File: config.mk
export PLATFORM = sky130hd
export DESIGN_NAME = alu32_exec
export DESIGN_NICKNAME = d
export VERILOG_FILES = /design/src/rtl/alu32_exec.sv
export SDC_FILE = /design/constraint.sdc
export NUM_CORES = 1
export LEC_CHECK = 0
export CAP_MARGIN = 20
export CORE_MARGIN = 2
export CORE_UTILIZATION = 54
export CTS_BUF_LIST = sky130_fd_sc_hd__clkbuf_8
export CTS_CLUSTER_SIZE = 12
export DETAILED_ROUTE_END_ITERATION = 8
export GPL_ROUTABILITY_DRIVEN = 0
export PLACE_DENSITY = 0.89
export SLEW_MARGIN = 20
export SYNTH_ARGS = -nofsm -noshare
export SYNTH_HDL_FRONTEND = slang
export SYNTH_SLANG_ARGS = --single-unit
File: constraint.sdc
create_clock -name clk -period 7.55 [get_ports clk]
set_input_delay 2.265 -clock clk [delete_from_list [all_inputs] [get_ports clk]]
set_output_delay 2.265 -clock clk [all_outputs]
set_load 0.02 [all_outputs]
File: src/rtl/alu32_exec.sv
// alu32_exec: single-cycle execute stage with ALU control decode, 32-bit ALU,
// flag generation and the pc+4 / branch-target adders, all captured into one
// bank of output registers.
// Optional feature: define ALU32_EXEC_SHIFT_EN to enable the SLL/SRL datapath.
// Without it, the shift codes still decode and show on gout, but they produce
// a zero result.
module alu32_exec (
   input  logic        clk,
   input  logic        rst_n,
   input  logic        en,
   input  logic [1:0]  aluop,
   input  logic [5:0]  funct,
   input  logic [31:0] a,
   input  logic [31:0] b,
   input  logic [31:0] pc,
   input  logic [31:0] offset,
   output logic [31:0] result,
   output logic [2:0]  status,
   output logic [2:0]  gout,
   output logic [31:0] pc_plus4,
   output logic [31:0] br_target
);

   // 3-bit ALU operation codes; the numeric values are architecturally visible on gout
   typedef enum logic [2:0] {
      OP_AND = 3'b000,
      OP_OR  = 3'b001,
      OP_ADD = 3'b010,
      OP_SLL = 3'b011,
      OP_SRL = 3'b100,
      OP_NOR = 3'b101,
      OP_SUB = 3'b110,
      OP_SLT = 3'b111
   } alu_op_e;

   alu_op_e     alu_op;
   logic [31:0] sum;
   logic [31:0] diff;
   logic        add_ovf;
   logic        sub_ovf;
   logic [31:0] alu_res;
   logic        alu_v;
   logic        alu_n;
   logic        alu_z;
   logic [31:0] pc_inc;
   logic [31:0] target;

   logic [31:0] result_d, result_q;
   logic [2:0]  status_d, status_q;
   logic [2:0]  gout_d, gout_q;
   logic [31:0] pc_plus4_d, pc_plus4_q;
   logic [31:0] br_target_d, br_target_q;

   // ALU control: main-control class selects the op; R-type defers to funct, unknown funct falls back to ADD
   always_comb begin
      alu_op = OP_ADD;
      case (aluop)
         2'b00: alu_op = OP_ADD;
         2'b01: alu_op = OP_SUB;
         2'b11: alu_op = OP_OR;
         default: begin
            case (funct)
               6'b100000: alu_op = OP_ADD;
               6'b100010: alu_op = OP_SUB;
               6'b100100: alu_op = OP_AND;
               6'b100101: alu_op = OP_OR;
               6'b101010: alu_op = OP_SLT;
               6'b100111: alu_op = OP_NOR;
               6'b000000: alu_op = OP_SLL;
               6'b000010: alu_op = OP_SRL;
               default:   alu_op = OP_ADD;
            endcase
         end
      endcase
   end

   // Shared add/subtract results with signed overflow: operands of like (add) or unlike (sub) sign whose result sign differs from a
   always_comb begin
      sum     = a + b;
      diff    = a - b;
      add_ovf = (a[31] == b[31]) && (sum[31] != a[31]);
      sub_ovf = (a[31] != b[31]) && (diff[31] != a[31]);
   end

   // ALU result select; SLT uses the true sign of a-b (sign xor overflow) so it stays correct when the subtraction wraps
   always_comb begin
      alu_res = '0;
      alu_v   = 1'b0;
      case (alu_op)
         OP_AND: alu_res = a & b;
         OP_OR:  alu_res = a | b;
         OP_ADD: begin
            alu_res = sum;
            alu_v   = add_ovf;
         end
         OP_SUB: begin
            alu_res = diff;
            alu_v   = sub_ovf;
         end
         OP_NOR: alu_res = ~(a | b);
         OP_SLT: alu_res = {31'd0, diff[31] ^ sub_ovf};
`ifdef ALU32_EXEC_SHIFT_EN
         OP_SLL: alu_res = a << b[4:0];
         OP_SRL: alu_res = a >> b[4:0];
`else
         OP_SLL: alu_res = '0;
         OP_SRL: alu_res = '0;
`endif
         default: alu_res = '0;
      endcase
   end

   // Negative and zero flags are derived from whatever result was selected
   always_comb begin
      alu_n = alu_res[31];
      alu_z = (alu_res == 32'd0);
   end

   // Sequential-PC and branch-target adders, both wrapping modulo 2^32
   always_comb begin
      pc_inc = pc + 32'd4;
      target = pc_inc + offset;
   end

   // Next-state for the output bank: capture on en, otherwise hold
   always_comb begin
      result_d    = result_q;
      status_d    = status_q;
      gout_d      = gout_q;
      pc_plus4_d  = pc_plus4_q;
      br_target_d = br_target_q;
      if (en) begin
         result_d    = alu_res;
         status_d    = {alu_v, alu_n, alu_z};
         gout_d      = alu_op;
         pc_plus4_d  = pc_inc;
         br_target_d = target;
      end
   end

   // Output registers; synchronous reset clears everything and overrides en
   always_ff @(posedge clk) begin
      if (!rst_n) begin
         result_q    <= '0;
         status_q    <= '0;
         gout_q      <= '0;
         pc_plus4_q  <= '0;
         br_target_q <= '0;
      end else begin
         result_q    <= result_d;
         status_q    <= status_d;
         gout_q      <= gout_d;
         pc_plus4_q  <= pc_plus4_d;
         br_target_q <= br_target_d;
      end
   end

   assign result    = result_q;
   assign status    = status_q;
   assign gout      = gout_q;
   assign pc_plus4  = pc_plus4_q;
   assign br_target = br_target_q;

endmodule

==> impl_metrics.prom, run 1 <==
# TYPE chip_impl_metric gauge
chip_impl_metric{name="nets_final",unit=""} 1996
chip_impl_metric{name="p_leak",unit="nW"} 6.31
chip_impl_metric{name="number_of_search_and_repair_iterations_in_the_first_detailed_routing_pass",unit=""} 8
chip_impl_info{name="globalRoute.busiestLayer",value="met2"} 1
chip_impl_metric{name="slew-limit-headroom",unit="%"} 31.5
chip_impl_metric{name="setup_total_negative_slack",unit="ns"} 0
chip_impl_metric{name="post_drt_via_cell_ratio",unit=""} 6.34
chip_impl_metric{name="placement.cell_area",unit="sq um"} 14000
chip_impl_metric{name="grt_overflow",unit=""} 0
chip_impl_metric{name="power.share.clock",unit="%"} 18.5
chip_impl_metric{name="antenna_found_initial",unit=""} 0
chip_impl_metric{name="grt_start_max_net_pins",unit=""} 95
chip_impl_metric{name="cts.path.max_buffers",unit=""} 2
chip_impl_metric{name="yosysWarningCount",unit=""} 0
chip_impl_metric{name="cts_sinks",unit=""} 101
chip_impl_metric{name="final_design_area_no_fill",unit="sq um"} 14300
chip_impl_metric{name="area_growth_syn_to_layout",unit="%"} 28.8
chip_impl_metric{name="cts-htree-levels",unit=""} 3
chip_impl_metric{name="synthesis.area",unit="sq um"} 11100
chip_impl_metric{name="power.share.sequential",unit="%"} 30.6
chip_impl_info{name="mostFrequentLayoutCell",value="clkdlybuf4s50_1"} 1
chip_impl_metric{name="floorplan.die.width",unit="um"} 147
chip_impl_metric{name="post_cts_setup_repair_buffer_count",unit=""} 0
chip_impl_info{name="run_status",value="completed"} 1
chip_impl_metric{name="drv_cap",unit=""} 0
chip_impl_metric{name="post_route_cells_drive_above_1_share",unit="%"} 8.13
chip_impl_metric{name="drv_slew",unit=""} 0
chip_impl_metric{name="synth_fp_nets",unit=""} 1753
chip_impl_metric{name="die_h",unit="um"} 147
chip_impl_metric{name="netlist-cell-type-count",unit=""} 93
chip_impl_metric{name="power.density_cell_area",unit="nW/um^2"} 139
chip_impl_metric{name="drtIter0Drc",unit=""} 1557
chip_impl_metric{name="synth.avg_cell_area",unit="sq um"} 7.51
chip_impl_info{name="worstSetupStartpointType",value="input port"} 1
chip_impl_metric{name="post-route-min-period",unit="ns"} 7.28
chip_impl_metric{name="fmax",unit="MHz"} 137
chip_impl_metric{name="gr-usage-met1",unit="%"} 41.9
chip_impl_metric{name="met3_usage",unit="%"} 8.14
chip_impl_metric{name="clock_latency",unit="ns"} 0.40
chip_impl_metric{name="first_pass_grt_wire_length",unit="um"} 60500
chip_impl_metric{name="post-place-cells",unit=""} 1976
chip_impl_metric{name="core_area",unit="sq um"} 20200
chip_impl_info{name="final_cell_mix",value="clkdlybuf4s50_1 (239), nor2_1 (175), a21oi_1 (154), ha_1 (135), inv_1 (106)"} 1
chip_impl_metric{name="timing.final.hold_violations",unit=""} 0
chip_impl_metric{name="antenna_left",unit=""} 0
chip_impl_metric{name="report.power.total",unit="mW"} 1.99
chip_impl_metric{name="post-route-drc-count",unit=""} 0
chip_impl_metric{name="critical_path_arrival",unit="ns"} 7.60
chip_impl_metric{name="initial_core_util",unit="%"} 54.9
chip_impl_metric{name="grt_use_total",unit="%"} 34.1
chip_impl_metric{name="transition_time_at_the_pin_with_the_least_slew_margin",unit="ns"} 1.03
chip_impl_info{name="tritoncts",value="done"} 1
chip_impl_metric{name="ir_drop",unit="V"} 0.0000986
chip_impl_metric{name="place.detailed.hpwl",unit="um"} 29100
chip_impl_metric{name="synth-edff-count",unit=""} 0
chip_impl_metric{name="fin_worst_skew",unit="ns"} 0
chip_impl_metric{name="io_buffers",unit=""} 240
chip_impl_metric{name="power_report.internal_total",unit="mW"} 1.18
chip_impl_metric{name="clkTransAtPathRegs",unit="ns"} 0.11
chip_impl_metric{name="postCtsHoldBufs",unit=""} 0
chip_impl_metric{name="gate_count_after_technology_mapping",unit=""} 1474
chip_impl_metric{name="synth_async_sr_flop_share",unit="%"} 0
chip_impl_info{name="cts_root_buf",value="clkbuf_8"} 1
chip_impl_metric{name="synth_seq_cells",unit=""} 101
chip_impl_metric{name="fillerInstances",unit=""} 1537
chip_impl_metric{name="first_global_vias",unit=""} 12200
chip_impl_metric{name="comb_power_share",unit="%"} 50.9
chip_impl_metric{name="power.switching",unit="mW"} 0.807
chip_impl_metric{name="final-setup-viol-count",unit=""} 0
chip_impl_metric{name="grt_use_met2",unit="%"} 56.2
chip_impl_metric{name="design.die.area",unit="sq um"} 21700
chip_impl_metric{name="wire_per_inst",unit="um"} 19.2
chip_impl_metric{name="min_period_over_period",unit="%"} 96.4
chip_impl_metric{name="ys_seq_area_share",unit="%"} 18.3
chip_impl_metric{name="detailroute.via_count",unit=""} 12600
chip_impl_info{name="worstSetupPathType",value="input port to flip-flop"} 1
chip_impl_info{name="setup.worst_path.end_class",value="flip-flop"} 1
chip_impl_metric{name="instances_no_fill",unit=""} 1991
chip_impl_metric{name="floorplan.rows",unit=""} 52
chip_impl_metric{name="finalWirelength",unit="um"} 38200
chip_impl_metric{name="tritoncts.num_buffers",unit=""} 9
chip_impl_metric{name="antennaDiodeCount",unit=""} 0
chip_impl_metric{name="switching_share",unit="%"} 40.6
chip_impl_metric{name="worst-path-max-fanout",unit=""} 2
chip_impl_info{name="worst_hold_path_type",value="flip-flop to flip-flop"} 1
chip_impl_metric{name="cp.required",unit="ns"} 7.87
chip_impl_metric{name="design.portCount",unit=""} 241
chip_impl_info{name="synth-main-ff-cell",value="dfxtp_1"} 1
[path summary, 6_finish.rpt]
path	startpoint	end	slack (ns)	depth (start not counted)
worst max-delay path	b[6]	status[0]	0.27	24
worst min-delay path	br_target[3]	br_target[3]	0.47	2
worst max register to register	result[0]	result[0]	6.71	3
worst min register to register	br_target[3]	br_target[3]	0.47	2
[per-stage QoR]
stage / util [%] / setup slack (ns) / hold WS (ns)
finish: 70.7 / 0.268 / 0.469
global route: 70.7 / -0.00111 / 0.495
CTS: 70.4 / 0.0268 / 0.472
detailed placement: 69.4 / -0.364 / 0.455
global placement: 69.4 / -0.103 / 0.447
floorplan: - / 0.490 / 0.541
[power groups by stage]
stage | Sequential (mW) | Combinational, mW | Clock, mW
CTS | 0.607 | 0.979 | 0.370
finish | 0.608 | 1.01 | 0.368
floorplan | 0.672 | 0.539 | 0
global placement | 0.617 | 0.947 | 0
detailed placement | 0.619 | 0.972 | 0
global route | 0.613 | 1.08 | 0.389
[cell families (layout without fill, tap and decap cells)]
family / Yosys count / in the layout / synth area share (%)
AND/OR/NAND/NOR: 463 / 463 / 19.8
multiplexers: 55 / 55 / 5.00
flip-flops: 101 / 101 / 18.3
adder cells (fa/ha/maj): 140 / 140 / 16.1
XOR/XNOR: 65 / 65 / 5.14
buffers and inverters: 189 / 436 / 6.87
AO/OA/AOI/OAI: 461 / 461 / 28.8
[registers in the layout, indices dropped and copies added, names as in the netlist]
register and cells:
br_target 32, gout 3, pc_plus4 32, result 31, status 3
[cell usage after synthesis, drive strengths merged (6+ instances only)]
cell      n  area share (%)
a211o     9            0.71
a211oi   29             2.0
a21o     38             2.6
a21oi   155             7.0
a221o     6            0.54
a221oi   14             1.4
a31oi    15            0.98
and2     10            0.59
and3     15            0.85
buf      33             1.6
clkbuf   45             1.5
dfxtp   101              18
ha      136              15
inv     109             3.7
mux2i    53             4.8
nand2   100             3.4
nand2b   11            0.62
nand3    34             1.5
nand4    12            0.68
nor2    176             6.0
nor2b    13            0.73
nor3     37             1.8
nor3b     7            0.47
nor4      9            0.57
o211ai   16             1.1
o21a     15             1.0
o21ai    53             2.4
o21bai    9            0.61
o22ai     6            0.34
o31a      7            0.55
o31ai    17             1.2
or2      13            0.73
or3       8            0.45
xnor2    41             3.2
xor2     24             1.9
[routing by layer]
metal | part of all wire (%) | vias up
li1 | - | 5786
met4 | 4.8 | 0
met3 | 11 | 184
met2 | 46 | 852
met5 | 0 | -
met1 | 38 | 5801
[what timing repair did]
action	in CTS	in global routing
setup endpoints to repair	0	1
hold endpoints to repair	0	0
gates resized for setup	0	11
[critical path: stages]
cell and delay, ns:
clkdlybuf4s50_1 0.48, inv_1 0.06, ha_1 0.30, nor4_2 0.37, nor3b_2 0.24, buf_4 0.14
o31ai_2 0.08, o211ai_1 0.35, a311oi_2 0.17, nor2_1 0.15, nor2_1 0.05, o21bai_1 0.12
a21oi_1 0.08, nor2_1 0.09, nor2_1 0.06, fa_2 0.34, nand3_1 0.08, o311ai_1 0.11
a2111o_1 0.48, nor4_4 0.17, nand4_1 0.13, or4_1 0.52, or4_4 0.49, o32ai_2 0.26
[layout make-up]
type                            instances  area, sq um  area share [%]
Clock buffer                            9          124           0.869
Sequential cell                       101         2020            14.2
Inverter                              111          417            2.92
Clock inverter                          6         71.3           0.500
Tap cell                              270          338            2.37
Multi-Input combinational cell       1184         8360            58.6
Timing Repair Buffer                  310         2930            20.5
Note: power is estimated with default switching activity, not from simulation.
==> run 2: changes to the inputs <==
Settings changed: CAP_MARGIN 20 to unset, SETUP_SLACK_MARGIN set to 0.15.
==> run 2 against run 1 <==
  * Flip-flop and latch count unchanged
  * Total power grew 0.39%
  * Critical path depth unchanged
  * Utilization is 0.41 points higher
  * Highest routed layer unchanged
  * Clock skew stayed put
  * Maximum frequency rose by 1.5%
  * Largest cell class unchanged
  * Die area unchanged
  * Clock-buffer cell count stayed put
  * Final cell count stayed put
  * Routed wire length grew 0.58%
  * Sequential share of layout area down 0.082 points
  * Combinational power about the same
==> impl_metrics.prom, run 2 (synthesis results as in run 1) <==
# TYPE chip_impl_metric gauge
chip_impl_metric{name="cpPeakStageDelay",unit="ns"} 0.53
chip_impl_info{name="mostFrequentLayoutCell",value="clkdlybuf4s50_1"} 1
chip_impl_info{name="setup_repair_after_global_routing_missed_its_margin",value="no"} 1
chip_impl_metric{name="grt_start_max_net_pins",unit=""} 95
chip_impl_info{name="timing.critical_path.cells",value="clkdlybuf4s50_1 > inv_1 > ha_1 > nand2b_1 > a221oi_1 > o21ai_0 > a211o_1 > o211ai_1 > a311oi_2 > nor2_1 > nor2_1 > o21bai_1 > a21oi_1 > nor2_1 > nor2_1 > fa_2 > nand3_1 > o311ai_2 > a2111o_1 > nor4_4 > nand4_1 > or4_4 > or4_4 > o32ai_4"} 1
chip_impl_metric{name="detailroute.via_count",unit=""} 12600
chip_impl_metric{name="floorplan.die.width",unit="um"} 147
chip_impl_metric{name="fin_worst_skew",unit="ns"} 0
chip_impl_metric{name="design.die.area",unit="sq um"} 21700
chip_impl_metric{name="report.power.total",unit="mW"} 1.99
chip_impl_metric{name="post-route-min-period",unit="ns"} 7.17
chip_impl_metric{name="post_route_cells_drive_above_1_share",unit="%"} 8.54
chip_impl_info{name="run_status",value="completed"} 1
chip_impl_metric{name="grt_use_total",unit="%"} 34.1
chip_impl_metric{name="post_cts_setup_repair_buffer_count",unit=""} 0
chip_impl_metric{name="core_area",unit="sq um"} 20200
chip_impl_metric{name="transition_time_at_the_pin_with_the_least_slew_margin",unit="ns"} 1.02
chip_impl_metric{name="finalWirelength",unit="um"} 38400
chip_impl_metric{name="place.detailed.hpwl",unit="um"} 29100
chip_impl_metric{name="die_h",unit="um"} 147
chip_impl_info{name="worstSetupStartpointType",value="input port"} 1
chip_impl_metric{name="power.share.sequential",unit="%"} 30.5
chip_impl_info{name="worst_hold_path_type",value="flip-flop to flip-flop"} 1
chip_impl_metric{name="setup_total_negative_slack",unit="ns"} 0
chip_impl_metric{name="post_drt_via_cell_ratio",unit=""} 6.33
chip_impl_metric{name="design.portCount",unit=""} 241
chip_impl_metric{name="initial_core_util",unit="%"} 54.9
chip_impl_metric{name="clock_latency",unit="ns"} 0.40
chip_impl_info{name="crit-reg2reg-launch",value="result[0]"} 1
chip_impl_metric{name="power.share.clock",unit="%"} 18.4
chip_impl_metric{name="final-setup-viol-count",unit=""} 0
chip_impl_info{name="setup.worst_path.end_class",value="flip-flop"} 1
chip_impl_metric{name="nets_final",unit=""} 1996
chip_impl_metric{name="first_pass_grt_wire_length",unit="um"} 60500
chip_impl_metric{name="cp.required",unit="ns"} 7.87
chip_impl_metric{name="first_global_vias",unit=""} 12200
chip_impl_metric{name="number_of_search_and_repair_iterations_in_the_first_detailed_routing_pass",unit=""} 8
chip_impl_metric{name="drv_slew",unit=""} 0
chip_impl_metric{name="wire_per_inst",unit="um"} 19.3
chip_impl_metric{name="timing.final.hold_violations",unit=""} 0
chip_impl_metric{name="placement.cell_area",unit="sq um"} 14000
chip_impl_metric{name="antennaDiodeCount",unit=""} 0
chip_impl_metric{name="clkTransAtPathRegs",unit="ns"} 0.11
chip_impl_metric{name="io_buffers",unit=""} 240
chip_impl_metric{name="rrSetupSlack",unit="ns"} 6.72
chip_impl_info{name="worstSetupPathType",value="input port to flip-flop"} 1
chip_impl_metric{name="drtIter0Drc",unit=""} 1519
chip_impl_metric{name="tritoncts.num_buffers",unit=""} 9
chip_impl_metric{name="power_report.internal_total",unit="mW"} 1.18
chip_impl_metric{name="switching_share",unit="%"} 40.7
chip_impl_metric{name="comb_power_share",unit="%"} 51.1
chip_impl_info{name="regToRegEndpoint",value="result[0]"} 1
chip_impl_metric{name="post-route-util",unit="%"} 71.1
chip_impl_metric{name="slew-limit-headroom",unit="%"} 31.8
chip_impl_metric{name="p_leak",unit="nW"} 6.32
chip_impl_info{name="final_cell_mix",value="clkdlybuf4s50_1 (238), nor2_1 (175), a21oi_1 (154), ha_1 (132), inv_1 (105)"} 1
chip_impl_metric{name="area_growth_syn_to_layout",unit="%"} 29.6
chip_impl_metric{name="grt_overflow",unit=""} 0
chip_impl_metric{name="floorplan.rows",unit=""} 52
chip_impl_metric{name="cts.path.max_buffers",unit=""} 2
chip_impl_metric{name="ir_drop",unit="V"} 0.0000986
chip_impl_metric{name="min_delay_path_depth",unit=""} 2
chip_impl_metric{name="drv_cap",unit=""} 0
chip_impl_metric{name="power.switching",unit="mW"} 0.812
chip_impl_metric{name="postCtsHoldBufs",unit=""} 0
chip_impl_metric{name="reg2regPathDepth",unit=""} 3
chip_impl_metric{name="worst-path-max-fanout",unit=""} 3
chip_impl_metric{name="antenna_found_initial",unit=""} 0
chip_impl_metric{name="fmax",unit="MHz"} 139
chip_impl_metric{name="critical_path_arrival",unit="ns"} 7.49
chip_impl_metric{name="post-route-drc-count",unit=""} 0
chip_impl_info{name="worst_hold_startpoint",value="br_target[3]"} 1
chip_impl_info{name="cpMaxStageDelayCell",value="or4_4"} 1
chip_impl_metric{name="pre_cts_ws",unit="ns"} -0.364
chip_impl_info{name="min_delay_worst_endpoint",value="br_target[3]"} 1
chip_impl_metric{name="cts_sinks",unit=""} 101
chip_impl_metric{name="cts-htree-levels",unit=""} 3
chip_impl_info{name="path_common_cell",value="nor2_1"} 1
chip_impl_metric{name="power.density_cell_area",unit="nW/um^2"} 139
chip_impl_info{name="cts_root_buf",value="clkbuf_8"} 1
chip_impl_metric{name="post-route-worst-setup-slack",unit="ns"} 0.376
chip_impl_metric{name="antenna_left",unit=""} 0
chip_impl_metric{name="final_design_area_no_fill",unit="sq um"} 14300
chip_impl_info{name="tritoncts",value="done"} 1
chip_impl_metric{name="min_period_over_period",unit="%"} 95.0
==> run 2: layer usage <==
layer / share of wire [%] / vias up / GRT usage, % / routed length, um
met1: 38 / 5796 / 41.8 / 14700
met4: 4.9 / 0 / 16.0 / 1870
met2: 46 / 819 / 56.5 / 17600
met5: 0 / - / 0 / 0
li1: - / 5792 / - / -
met3: 11 / 201 / 8.17 / 4250
==> run 2: power by group through the flow <==
| stage | Sequential (mW) | Clock [mW] | Combinational [mW] |
|---|---|---|---|
| 2_1_floorplan | 0.672 | 0 | 0.539 |
| 3_3_place_gp | 0.617 | 0 | 0.947 |
| 3_5_place_dp | 0.619 | 0 | 0.972 |
| 4_1_cts | 0.607 | 0.370 | 0.983 |
| 5_1_grt | 0.613 | 0.389 | 1.09 |
| 6_report | 0.608 | 0.368 | 1.02 |
==> run 2: area by class of cell <==
class                           instances  area (sq um)
Tap cell                              270           338
Sequential cell                       101          2020
Inverter                              111           417
Fill cell                            1525          5830
Clock inverter                          6          71.3
Timing Repair Buffer                  310          2930
Clock buffer                            9           124
Multi-Input combinational cell       1184          8440
==> run 2: how the worst max path moves through the flow <==
| stage | from | endpoint | slack (ns) | cells after the start |
|---|---|---|---|---|
| finish | a[16] | status[0] | 0.38 | 24 |
| global route | a[5] | status[0] | 0.16 | 24 |
| CTS | b[2] | status[0] | 0.15 | 26 |
| global placement | b[2] | status[0] | -0.10 | 25 |
| floorplan | a[2] | status[0] | 0.49 | 23 |
| detailed placement | b[2] | status[0] | -0.36 | 25 |
==> run 2: per-stage QoR <==
step / cells / hold slack [ns]
after floorplan: 1474 / 0.541
after global placement: 1976 / 0.447
after detailed placement: 1976 / 0.455
after CTS: 1991 / 0.472
after global routing: 1991 / 0.495
final: 1991 / 0.471
==> run 2: repair_timing <==
action | 4_1_cts | 5_1_grt
endpoints found under the setup margin | 1 | 1
resized for setup | 5 | 17
pin swaps | 2 | 11
endpoints found under the hold margin | 0 | 0
gates cloned | 0 | 0
==> run 2: critical path: cells and delay by family <==
kind,cells,cell delay (ns)
buf+inv,2,0.53
simple gates,10,1.99
fa+ha+maj,2,0.68
compound gates,10,2.03
